--- config.mk ---
export PLATFORM = sky130hd
export DESIGN_NAME = serial_addsub
export DESIGN_NICKNAME = d
export VERILOG_FILES = /design/src/rtl/adder_pkg.sv /design/src/rtl/digit_adder.sv /design/src/rtl/serial_addsub.sv
export SDC_FILE = /design/constraint.sdc
export NUM_CORES = 1
export LEC_CHECK = 0
export ABC_AREA = 1
export BUFFER_PORTS_ARGS = -buffer_cell sky130_fd_sc_hd__buf_4
export CAP_MARGIN = 0
export CELL_PAD_IN_SITES_DETAIL_PLACEMENT = 2
export CELL_PAD_IN_SITES_GLOBAL_PLACEMENT = 2
export CORE_ASPECT_RATIO = 0.6
export CORE_UTILIZATION = 32
export DETAILED_ROUTE_END_ITERATION = 8
export PLACE_DENSITY_LB_ADDON = 0.1
export SYNTH_ARGS = -nofsm -noshare
export SYNTH_HDL_FRONTEND = slang
export SYNTH_SLANG_ARGS = --single-unit
--- constraint.sdc ---
create_clock -name clk -period 4 [get_ports clk]
set_clock_uncertainty 0.1 [all_clocks]
set_input_delay 0.2 -clock clk [delete_from_list [all_inputs] [get_ports clk]]
set_output_delay 0.2 -clock clk [all_outputs]
set_load 0.005 [all_outputs]
--- src/rtl/adder_pkg.sv ---
// Shared definitions for the digit-serial adder/subtractor: FSM state
// encoding and helpers deriving the digit count and counter width.
package adder_pkg;

  typedef enum logic [1:0] {
    IDLE = 2'd0,
    RUN  = 2'd1,
    DONE = 2'd2
  } state_t;

  // Number of DIGIT-wide slices in a WIDTH-bit operand.
  function automatic int calc_ndig(input int width, input int digit);
    return width / digit;
  endfunction

  // Digit counter width; at least one bit even when there is a single digit.
  function automatic int calc_cnt_width(input int width, input int digit);
    int n;
    n = width / digit;
    return (n <= 1) ? 1 : $clog2(n);
  endfunction

endpackage

--- src/rtl/digit_adder.sv ---
// Combinational DIGIT-bit ripple-carry slice. Besides the sum and carry out
// it exposes the carry into its top bit so the caller can form the signed
// overflow flag when this slice holds the operand MSB.
module digit_adder #(
  parameter int DIGIT = 4
) (
  input  logic [DIGIT-1:0] a,
  input  logic [DIGIT-1:0] b,
  input  logic             ci,
  output logic [DIGIT-1:0] s,
  output logic             co,
  output logic             cmsb
);

  logic [DIGIT:0] c;

  // Ripple the carry through the slice bit by bit.
  always_comb begin
    c    = '0;
    s    = '0;
    c[0] = ci;
    for (int i = 0; i < DIGIT; i++) begin
      s[i]   = a[i] ^ b[i] ^ c[i];
      c[i+1] = (a[i] & b[i]) | (a[i] & c[i]) | (b[i] & c[i]);
    end
  end

  assign co   = c[DIGIT];
  assign cmsb = c[DIGIT-1];

endmodule

--- src/rtl/serial_addsub.sv ---
// Digit-serial adder/subtractor. Operands are captured on the input
// handshake, then processed DIGIT bits per cycle, LSB digit first, with the
// inter-digit carry held in a register. Subtraction is A + ~B + 1.
// WIDTH must be a multiple of DIGIT.
module serial_addsub
  import adder_pkg::*;
#(
  parameter int WIDTH = 16,
  parameter int DIGIT = 4
) (
  input  logic             clk,
  input  logic             rst_n,
  input  logic             in_valid,
  output logic             in_ready,
  input  logic [WIDTH-1:0] a,
  input  logic [WIDTH-1:0] b,
  input  logic             cin,
  input  logic             sub,
  output logic             out_valid,
  input  logic             out_ready,
  output logic [WIDTH-1:0] y,
  output logic             cout,
  output logic             ovf
);

  localparam int NDIG = calc_ndig(WIDTH, DIGIT);
  localparam int CW   = calc_cnt_width(WIDTH, DIGIT);

  state_t           state;
  logic [WIDTH-1:0] op_a;
  logic [WIDTH-1:0] op_b;
  logic             carry;
  logic [CW-1:0]    cnt;

  logic [DIGIT-1:0] a_dig;
  logic [DIGIT-1:0] b_dig;
  logic [DIGIT-1:0] s_dig;
  logic             co_dig;
  logic             cmsb_dig;
  logic             last_dig;

  assign a_dig    = op_a[cnt*DIGIT +: DIGIT];
  assign b_dig    = op_b[cnt*DIGIT +: DIGIT];
  assign last_dig = (cnt == CW'(NDIG - 1));

  digit_adder #(
    .DIGIT(DIGIT)
  ) u_digit (
    .a   (a_dig),
    .b   (b_dig),
    .ci  (carry),
    .s   (s_dig),
    .co  (co_dig),
    .cmsb(cmsb_dig)
  );

  assign in_ready  = (state == IDLE);
  assign out_valid = (state == DONE);

  // FSM plus operand, result, carry and counter registers.
  always_ff @(posedge clk or negedge rst_n) begin
    if (!rst_n) begin
      state <= IDLE;
      op_a  <= '0;
      op_b  <= '0;
      carry <= 1'b0;
      cnt   <= '0;
      y     <= '0;
      cout  <= 1'b0;
      ovf   <= 1'b0;
    end else begin
      case (state)
        IDLE: begin
          if (in_valid) begin
            op_a  <= a;
            op_b  <= sub ? ~b : b;
            carry <= sub ? 1'b1 : cin;
            cnt   <= '0;
            state <= RUN;
          end
        end
        RUN: begin
          y[cnt*DIGIT +: DIGIT] <= s_dig;
          carry                 <= co_dig;
          if (last_dig) begin
            cout  <= co_dig;
            ovf   <= cmsb_dig ^ co_dig;
            state <= DONE;
          end else begin
            cnt <= cnt + 1'b1;
          end
        end
        DONE: begin
          if (out_ready) begin
            state <= IDLE;
          end
        end
        default: state <= IDLE;
      endcase
    end
  end

endmodule

* After elaboration in Yosys (flattened, before gate mapping) *
Cells that the tools add are included.

storage, ports and cells
  output and inout port bits = 20
  bits in registers = 55
  input port bits = 38

cells by class
  shift operators = 4
  multiplexer cells = 12
  $add $sub $neg = 2
  eq/ne operators = 7
  bitwise logic cells = 30
  reductions and logical operators = 7

operators by type and width
  cell                                                    count
  negator 4 -> 34 bit                                     1
  variable shift 4 x 34 -> 16 bit (first input constant)  1
  indexed part select 4 x 34 -> 16 bit                    1
  indexed part select 16 x 5 -> 4 bit                     2
  bitwise mux 16 bit                                      1
  2-to-1 mux 16 bit                                       1
  inverter 16 bit                                         1
  bitwise AND 1 bit                                       12
  2-to-1 mux 2 bit                                        5
  XOR 1 bit                                               9
  OR 1 bit                                                8
  != test 2 bit (second input constant)                   3
  one-hot mux 2 bit (3 select lines)                      1
  AND reduction 2 bit                                     3
  AND reduction 3 bit                                     2
  equality test 2 bit (second input constant)             2
  one-hot mux 2 bit (2 select lines)                      1
  adder 2 x 1 -> 2 bit (second input constant)            1
  equality test 2 x 1 -> 1 bit (second input constant)    1
  logical NOT 2 bit                                       1
  2-to-1 mux 1 bit                                        2
  != test 2 x 1 -> 1 bit (second input constant)          1
  one-hot mux 1 bit (2 select lines)                      1
  nonzero test 2 bit                                      1

* Longest topological paths before layout *
Gate-level depths: netlist (run 1).

  word-level depth = 14
  depth in mapped cells = 18
  depth with buffers taken out = 16

* Cells and area by module *
A second synthesis (run 1) with hierarchy kept.

unflattened totals
  cell total of the unflattened synthesis = 350
  area total of the unflattened synthesis = 2885.3 um^2

by module, submodules not included
  module         times used  cells an instance  seq. area each (um^2)  area each (um^2)
  serial_addsub  1           336                1376.3                 2767.7
  digit_adder    1           14                 0.0                    117.6

* Worst setup path before layout (run 1) *
OpenSTA, ideal clock, no wires.

  path type = reg-to-reg
  start point = reg cnt[0]
  end point = reg y[15]
  stages on the path, launching flop included = 18
  library setup time = 0.116 ns
  arrival time = 2.782 ns
  data required time = 3.784 ns
  path slack = 1.001 ns
  clock period less this slack = 2.999 ns
  cells stage by stage = dfrtp_1 buf_2 inv_2 buf_2 o211ai_1 nand2_1 fa_1 inv_1 fa_1 fa_1 inv_1 fa_1 inv_1 nor2_1 nand2_1 inv_1 nand2_1 nand2_1

between the ends
  longest elaborated chain between the ends = 13
  elaborated cells on any way between the ends = 29
  classes of those cells = add/sub (1); shift (4); mux (1); bitwise (23)

ends and longest elaborated chain
  element                                                        line                                      text
  from (decl)                                                    serial_addsub.sv:33                       logic [CW-1:0] cnt;
  from (signal assigned)                                         serial_addsub.sv:90                       cnt <= cnt + 1'b1;
  indexed part select 16 x 5 -> 4 bit, on equally long branches  serial_addsub.sv:42, serial_addsub.sv:43
  bitwise AND 1 bit                                              digit_adder.sv:24                         c[i+1] = (a[i] & b[i]) | (a[i] & c[i]) | (b[i] & c[i]);
  OR 1 bit (2 in series)                                         digit_adder.sv:24
  bitwise AND 1 bit                                              digit_adder.sv:24
  OR 1 bit (2 in series)                                         digit_adder.sv:24
  bitwise AND 1 bit                                              digit_adder.sv:24
  OR 1 bit (2 in series)                                         digit_adder.sv:24
  XOR 1 bit                                                      digit_adder.sv:23                         s[i] = a[i] ^ b[i] ^ c[i];
  indexed part select 4 x 34 -> 16 bit                           serial_addsub.sv:83                       y[cnt*DIGIT +: DIGIT] <= s_dig;
  bitwise mux 16 bit *                                           serial_addsub.sv:83
  to (signal, indexed assignment)                                serial_addsub.sv:83
  to (decl)                                                      serial_addsub.sv:21                       output logic [WIDTH-1:0] y,

Mark *: on every way between the ends. The rest lies on a longest branch, timed or not.
A chain may end at the register's enable or synchronous reset.

* Worst setup path in the final report (run 1) *
Same ends and word-level chain as after synthesis.

==> results.yml, run 1 <==
cts:
  htree_num_levels: 2
  cts_buffers: 5
  path_clk_slew_ps: 70
  root_buffer: "clkbuf_16"
  clk_latency_ps: 290
  cts_tree: "yes"
  cts-resized-gates: 0
  cts.sinks: 55
  clockBufferDepth: 2
synthesis:
  synth_seq_cells: 55
  synth_edf_count: 0
  ys_types: 24
  netlist.area_leader.share_pct: 48.2
  synth_area_leaders: "dfrtp_1 48%, nand2_1 22%, xor2_1 4.9%"
  yosysTopAreaCell: "dfrtp_1"
  synth-adder-area-share_pct: 5.43
  muxShareOfSynthArea_pct: 0
  syn_avg_cell_area_um2: 8.05
  netlist_instances: 355
  ys_seq_area_share_pct: 48.2
  synth_compound_area_share_pct: 4.82
  syn_area_um2: 2860
  yosys_warnings: 0
  synth_top_family_by_area: "simple AND/OR/NAND/NOR gates"
  synth-simple-area-share_pct: 28.9
  syn_nets: 403
  synth-xor-area-share_pct: 5.21
  ys.flop_type: "dfrtp_1"
  async_flop_share_pct: 100
cells_and_area:
  antenna_cells: 0
  regArea_um2: 1380
  multiInputGateArea_um2: 1270
  nFillCells: 1026
  synthToLayoutAreaGrowth_pct: 23.2
  drive_above_1_share_pct: 17.7
  fin_nets: 459
global_routing:
  met3_usage_pct: 3.64
  antenna_found_initial: 0
  grt_pass1_vias: 2663
  grt_max_degree: 56
  grt_use_met2_pct: 31.8
  grt_busiest_layer: "met2"
  grt_pass1_wl_um: 14000
  grtUsageMet1_pct: 29.6
  grt_usage_pct: 20.3
  grt_overflow: 0
sta:
  hold_violations: 0
  fin_crit_ps: 3020
  finalSetupTns_ps: 0
  fin_crit_sh_pct: 75.6
  maxSlewHeadroom_pct: 52.2
  setup_viol: 0
  tightest_slew_ps: 717
  slew_violations: 0
  rsz0062_at_grt: "false"
  fmax_ghz: 0.331
  fin_hold_ws_ps: 3.11
drt:
  drt_iter0_markers: 43
  drtAntennaViolNets: 0
  routed_wirelength_um: 8550
  vias: 2468
  vias_per_cell: 4.71
  drtPass1Iterations: 4
  drc: 0
  post_drt_wl_per_cell_um: 16.3
power:
  cellLeakagePower_nw: 1.91
  peakVddDrop_mv: 0.280
  power_density_nw_per_um2: 843
worst_hold_path:
  hold_path_class: "in -> reg"
  min_from: "a[14]"
floorplanning:
  initial_core_util_pct: 33.3
  row_count: 26
  coreArea_um2: 8590
  die_y_um: 75.2
  io_pins: 58
  die_width_um: 124
  die_area_um2: 9320
critical_path:
  crit_start: "cnt[0]"
  path_class: "reg -> reg"
  crit_path_end_kind: "flop"
  cp.arrival_ps: 3110
  rr_startpoint: "cnt[0]"
  crit_fanout: 16
  cp.required_ps: 4090
  start_kind: "flop"
status:
  status: "complete, no violations"
placed_design:
  place.gp.congestion: 0.766
  hpwl_um: 6310
  numPortBuffers: 57
run:
  max_cap_viol_count: 0
worst paths after layout:
path | endpoint | slack (ps) | depth (start not counted)
min reg2reg | op_b[11] | 380 | 2
min in group asynchronous | y[8] | 420 | 2
min | op_a[14] | 3 | 3
max reg2reg | y[15] | 980 | 15
max in group asynchronous | op_b[9] | 2910 | 2
max | y[15] | 980 | 15
per-stage QoR:
stage | total power, mW | worst slack (ps) | instance area (um^2) | std cells | util, %
after floorplan | 1.98 | 1000 | 2860 | 355 | -
after global placement | 2.47 | 1110 | 3340 | 512 | 38.9
after detailed placement | 2.54 | 973 | 3340 | 512 | 38.9
after CTS | 3.01 | 956 | 3520 | 524 | 41.0
after global routing | 3.27 | 715 | 3520 | 524 | 41.0
final | 2.97 | 978 | 3520 | 524 | 41.0
area by class of cell:
type                       instances  area share, %
clock buffer                       7           3.77
inverter                          29           3.16
multi-input combinational        256           36.0
tap                              112           3.98
timing repair buffer              64           13.9
sequential                        55           39.1
clock inverter                     1          0.142
power breakdown:
group,internal (mW),switching (mW)
clock network,0.232,0.194
registers,0.796,0.174
logic,0.567,1.00
total,1.60,1.37
Yosys cell counts (4+ instances only):
cell type	count
nor2_1	9
dfrtp_1	55
fa_1	4
ha_1	6
buf_6	4
xor2_1	16
o211ai_1	8
nand3_1	23
inv_1	25
nand2_1	169
o21ai_0	13
buf_2	8
worst max-delay path: stages, from the launching register on:
cell     delay, ps
dfrtp_1        400
inv_2          180
buf_4          260
nand2_1         80
nand3_1         80
nand2_1         90
fa_1           440
fa_1           420
inv_1           90
fa_1           430
inv_1           70
nor2_1          50
nand2_1         90
inv_1           40
nand2_1         60
nand2_1         50
flip-flops by register name, indices dropped and copies added, names as in the netlist:
signal  cells
y          16
cout        1
op_a       16
ovf         1
carry       1
state       2
cnt         2
op_b       16
cells by family after synthesis:
logic type                 count (synthesis)
and+or+nand+nor                          206
DFF                                       55
buffers and inverters                     44
AOI/OAI and AO/OA                         23
xor gates and xnor gates                  17
adders and majority gates                 10
cell usage in the layout, fill, tap and decap left out:
| cell | n |
|---|---|
| nor2_4 | 1 |
| nor2_2 | 2 |
| nand3_1 | 23 |
| xnor2_1 | 1 |
| o21ai_0 | 13 |
| xor2_1 | 16 |
| o211ai_1 | 8 |
| nand2_4 | 1 |
| clkinv_2 | 1 |
| clkinv_1 | 1 |
| nand4_1 | 1 |
| o21ai_1 | 1 |
| inv_1 | 25 |
| nor2_1 | 9 |
| clkbuf_16 | 5 |
| buf_4 | 60 |
| dlygate4sd3_1 | 4 |
| nand2_1 | 169 |
| o31ai_1 | 1 |
| dfrtp_1 | 55 |
| ha_1 | 6 |
| inv_2 | 2 |
| fa_1 | 4 |
| inv_4 | 1 |
| clkbuf_1 | 2 |
layer usage:
metal	up-vias	wire length, um
met5	-	0
met4	0	44
met3	5	287
met2	43	3570
met1	1226	4650
li1	1194	-
what timing repair did:
| item | in CTS | in global routing |
|---|---|---|
| setup buffers | 0 | 0 |
| hold endpoints to repair | 58 | 0 |
| hold buffers | 4 | 0 |
Note: power is estimated with default switching activity, not from simulation.
==> run 2, diff against run 1 <==
clock period = 2.8 ns   (was 4 ns; I/O delays follow)
==> run 2 against run 1 <==
Net effect:
- the flow now finishes with violations (hold timing, setup timing)
- wire length shrank 0.81%
- utilization rose by 2.4 points
- non-clock buffer count is 20 higher
- hold slack got worse by 9.5 ps
- fmax rose by 5.5%
- sequential cell count unchanged
- critical path depth unchanged
- first-iteration DRC count increased by 91%
==> results.yml, run 2 (synthesis gave the netlist of run 1 again) <==
placed_design:
  post-place-ws_ps: -28.5
  numPortBuffers: 57
  place_area_um2: 3380
  dp.cells: 516
  hpwl_um: 6170
  place.gp.congestion: 0.779
cts:
  cts_tree: "yes"
  path_clk_slew_ps: 70
  clockBufferDepth: 2
  cts_buffers: 5
  htree_num_levels: 2
  root_buffer: "clkbuf_16"
  cts.sinks: 55
  clk_latency_ps: 290
cells_and_area:
  final_common_cell: "nand2_1"
  fin_area_um2: 3730
  nFillCells: 977
  regArea_um2: 1380
  fin_nets: 480
  multiInputGateArea_um2: 1280
  drive_above_1_share_pct: 20.8
  layout_common_cells: "168 x nand2_1, 67 x buf_4, 54 x dfrtp_1, 23 x inv_1, 23 x nand3_1"
  reg_top3: "op_a: 16 flops, op_b: 16 flops, y: 16 flops"
  fin_cells: 545
  antenna_cells: 0
  synthToLayoutAreaGrowth_pct: 30.5
sta:
  slew_violations: 0
  hold_violations: 1
  finalSetupTns_ps: -96.4
  fin_crit_ps: 2870
  tightest_slew_ps: 730
  fin_crit_sh_pct: 102
  worst_slack_ps: -65.8
  rsz0062_at_grt: "true"
  fin_hold_ws_ps: -6.43
  fmax_ghz: 0.349
  setup_viol: 3
  maxSlewHeadroom_pct: 51.3
critical_path:
  cp.arrival_ps: 3000
  rr_startpoint: "cnt[0]"
  crit_start: "cnt[0]"
  crit_path_end: "y[15]"
  cp.required_ps: 2930
  r2r_cells: 15
  start_kind: "flop"
  timing.rr.end: "y[15]"
  crit_path_end_kind: "flop"
  crit_fanout: 5
  reg2reg_slack_ps: -70
  path_class: "reg -> reg"
floorplanning:
  initial_core_util_pct: 33.3
  coreArea_um2: 8590
  die_width_um: 124
  io_pins: 58
  row_count: 26
  die_y_um: 75.2
  die_area_um2: 9320
global_routing:
  grt_max_degree: 56
  grt_overflow: 0
  grt_usage_pct: 20.1
  antenna_found_initial: 0
  grt_pass1_vias: 2691
  grt_pass1_wl_um: 13900
drt:
  drc: 0
  vias_per_cell: 4.62
  post_drt_wl_per_cell_um: 15.6
  vias: 2516
  routed_wirelength_um: 8480
  drtPass1Iterations: 4
  drt_iter0_markers: 82
  drtAntennaViolNets: 0
power:
  power_density_nw_per_um2: 1210
  cellLeakagePower_nw: 1.99
  peakVddDrop_mv: 0.339
status:
  violations: "hold timing, setup timing"
  status: "finished with violations"
run:
  max_cap_viol_count: 0
worst_hold_path:
  hold_path_class: "in -> reg"
-- run 2: changes by cell type in the layout (fill, tap and decap cells not counted), moves of 2 or more --
cell           delta
buf_4             +7
dlygate4sd3_1    +13
fa_1              -3
fa_2              +3
inv_1             -2
-- run 2: how the worst min path moves through the flow --
stage / from / end / slack (ps) / cells past startpoint
6_report: a[0] / op_a[0] / -6 / 3
5_1_grt: a[0] / op_a[0] / 10 / 3
4_1_cts: b[6] / op_b[6] / 1 / 4
3_5_place_dp: rst_n / y[8] / 160 / 1
3_3_place_gp: rst_n / y[8] / 150 / 1
2_1_floorplan: rst_n / carry / -260 / 0
-- run 2: cell type report --
cell class	instances	area share [%]
timing repair buffer	84	18.0
tap	112	3.76
clock buffer	7	3.56
clock inverter	1	0.134
multi-input combinational	256	34.3
inverter	29	3.09
sequential	55	36.9
timing repair inverter	1	0.201
-- run 2: repair_timing --
action,in CTS,in global routing
hold endpoints to repair,71,0
gates resized for setup,5,1
setup buffers,2,1
cloned,1,0
setup endpoints to repair,2,7
pin swaps,0,1
hold buffers,17,0
-- run 2: critical path, stage by stage, from the launching register on --
cell and delay (ps):
dfrtp_2 430, clkinvlp_4 150, o211ai_1 200, nand2_1 120
fa_2 370, inv_2 60, fa_2 190, fa_2 210
inv_2 40, fa_1 500, inv_1 60, nor2_2 130
nand2_2 80, inv_1 60, nand2_1 50, nand2_1 60
-- run 2: layer usage --
metal  vias to the layer above  share of wire [%]  global-route usage [%]
li1                       1243                  -                       -
met1                      1224                 53                    29.4
met2                        42                 43                    31.2
met3                         7                3.7                    4.02
met4                         0               0.62                    3.57
met5                         -                  0                       0
-- run 2: metrics by stage --
stage	hold WS, ps	power, mW	utilization, %
3_3_place_gp	153	3.60	39.4
4_1_cts	0.971	4.51	43.3
5_1_grt	11.5	4.96	43.4
3_5_place_dp	155	3.71	39.4
6_report	-6.43	4.50	43.4
2_1_floorplan	-256	2.88	-
-- run 2: power by group --
part	total, mW	internal (mW)	leakage (nW)	switching, mW
Sequential	1.39	1.14	0.703	0.254
Clock	0.620	0.332	0.0679	0.287
Combinational	2.49	0.999	1.22	1.49
Total	4.50	2.47	1.99	2.03
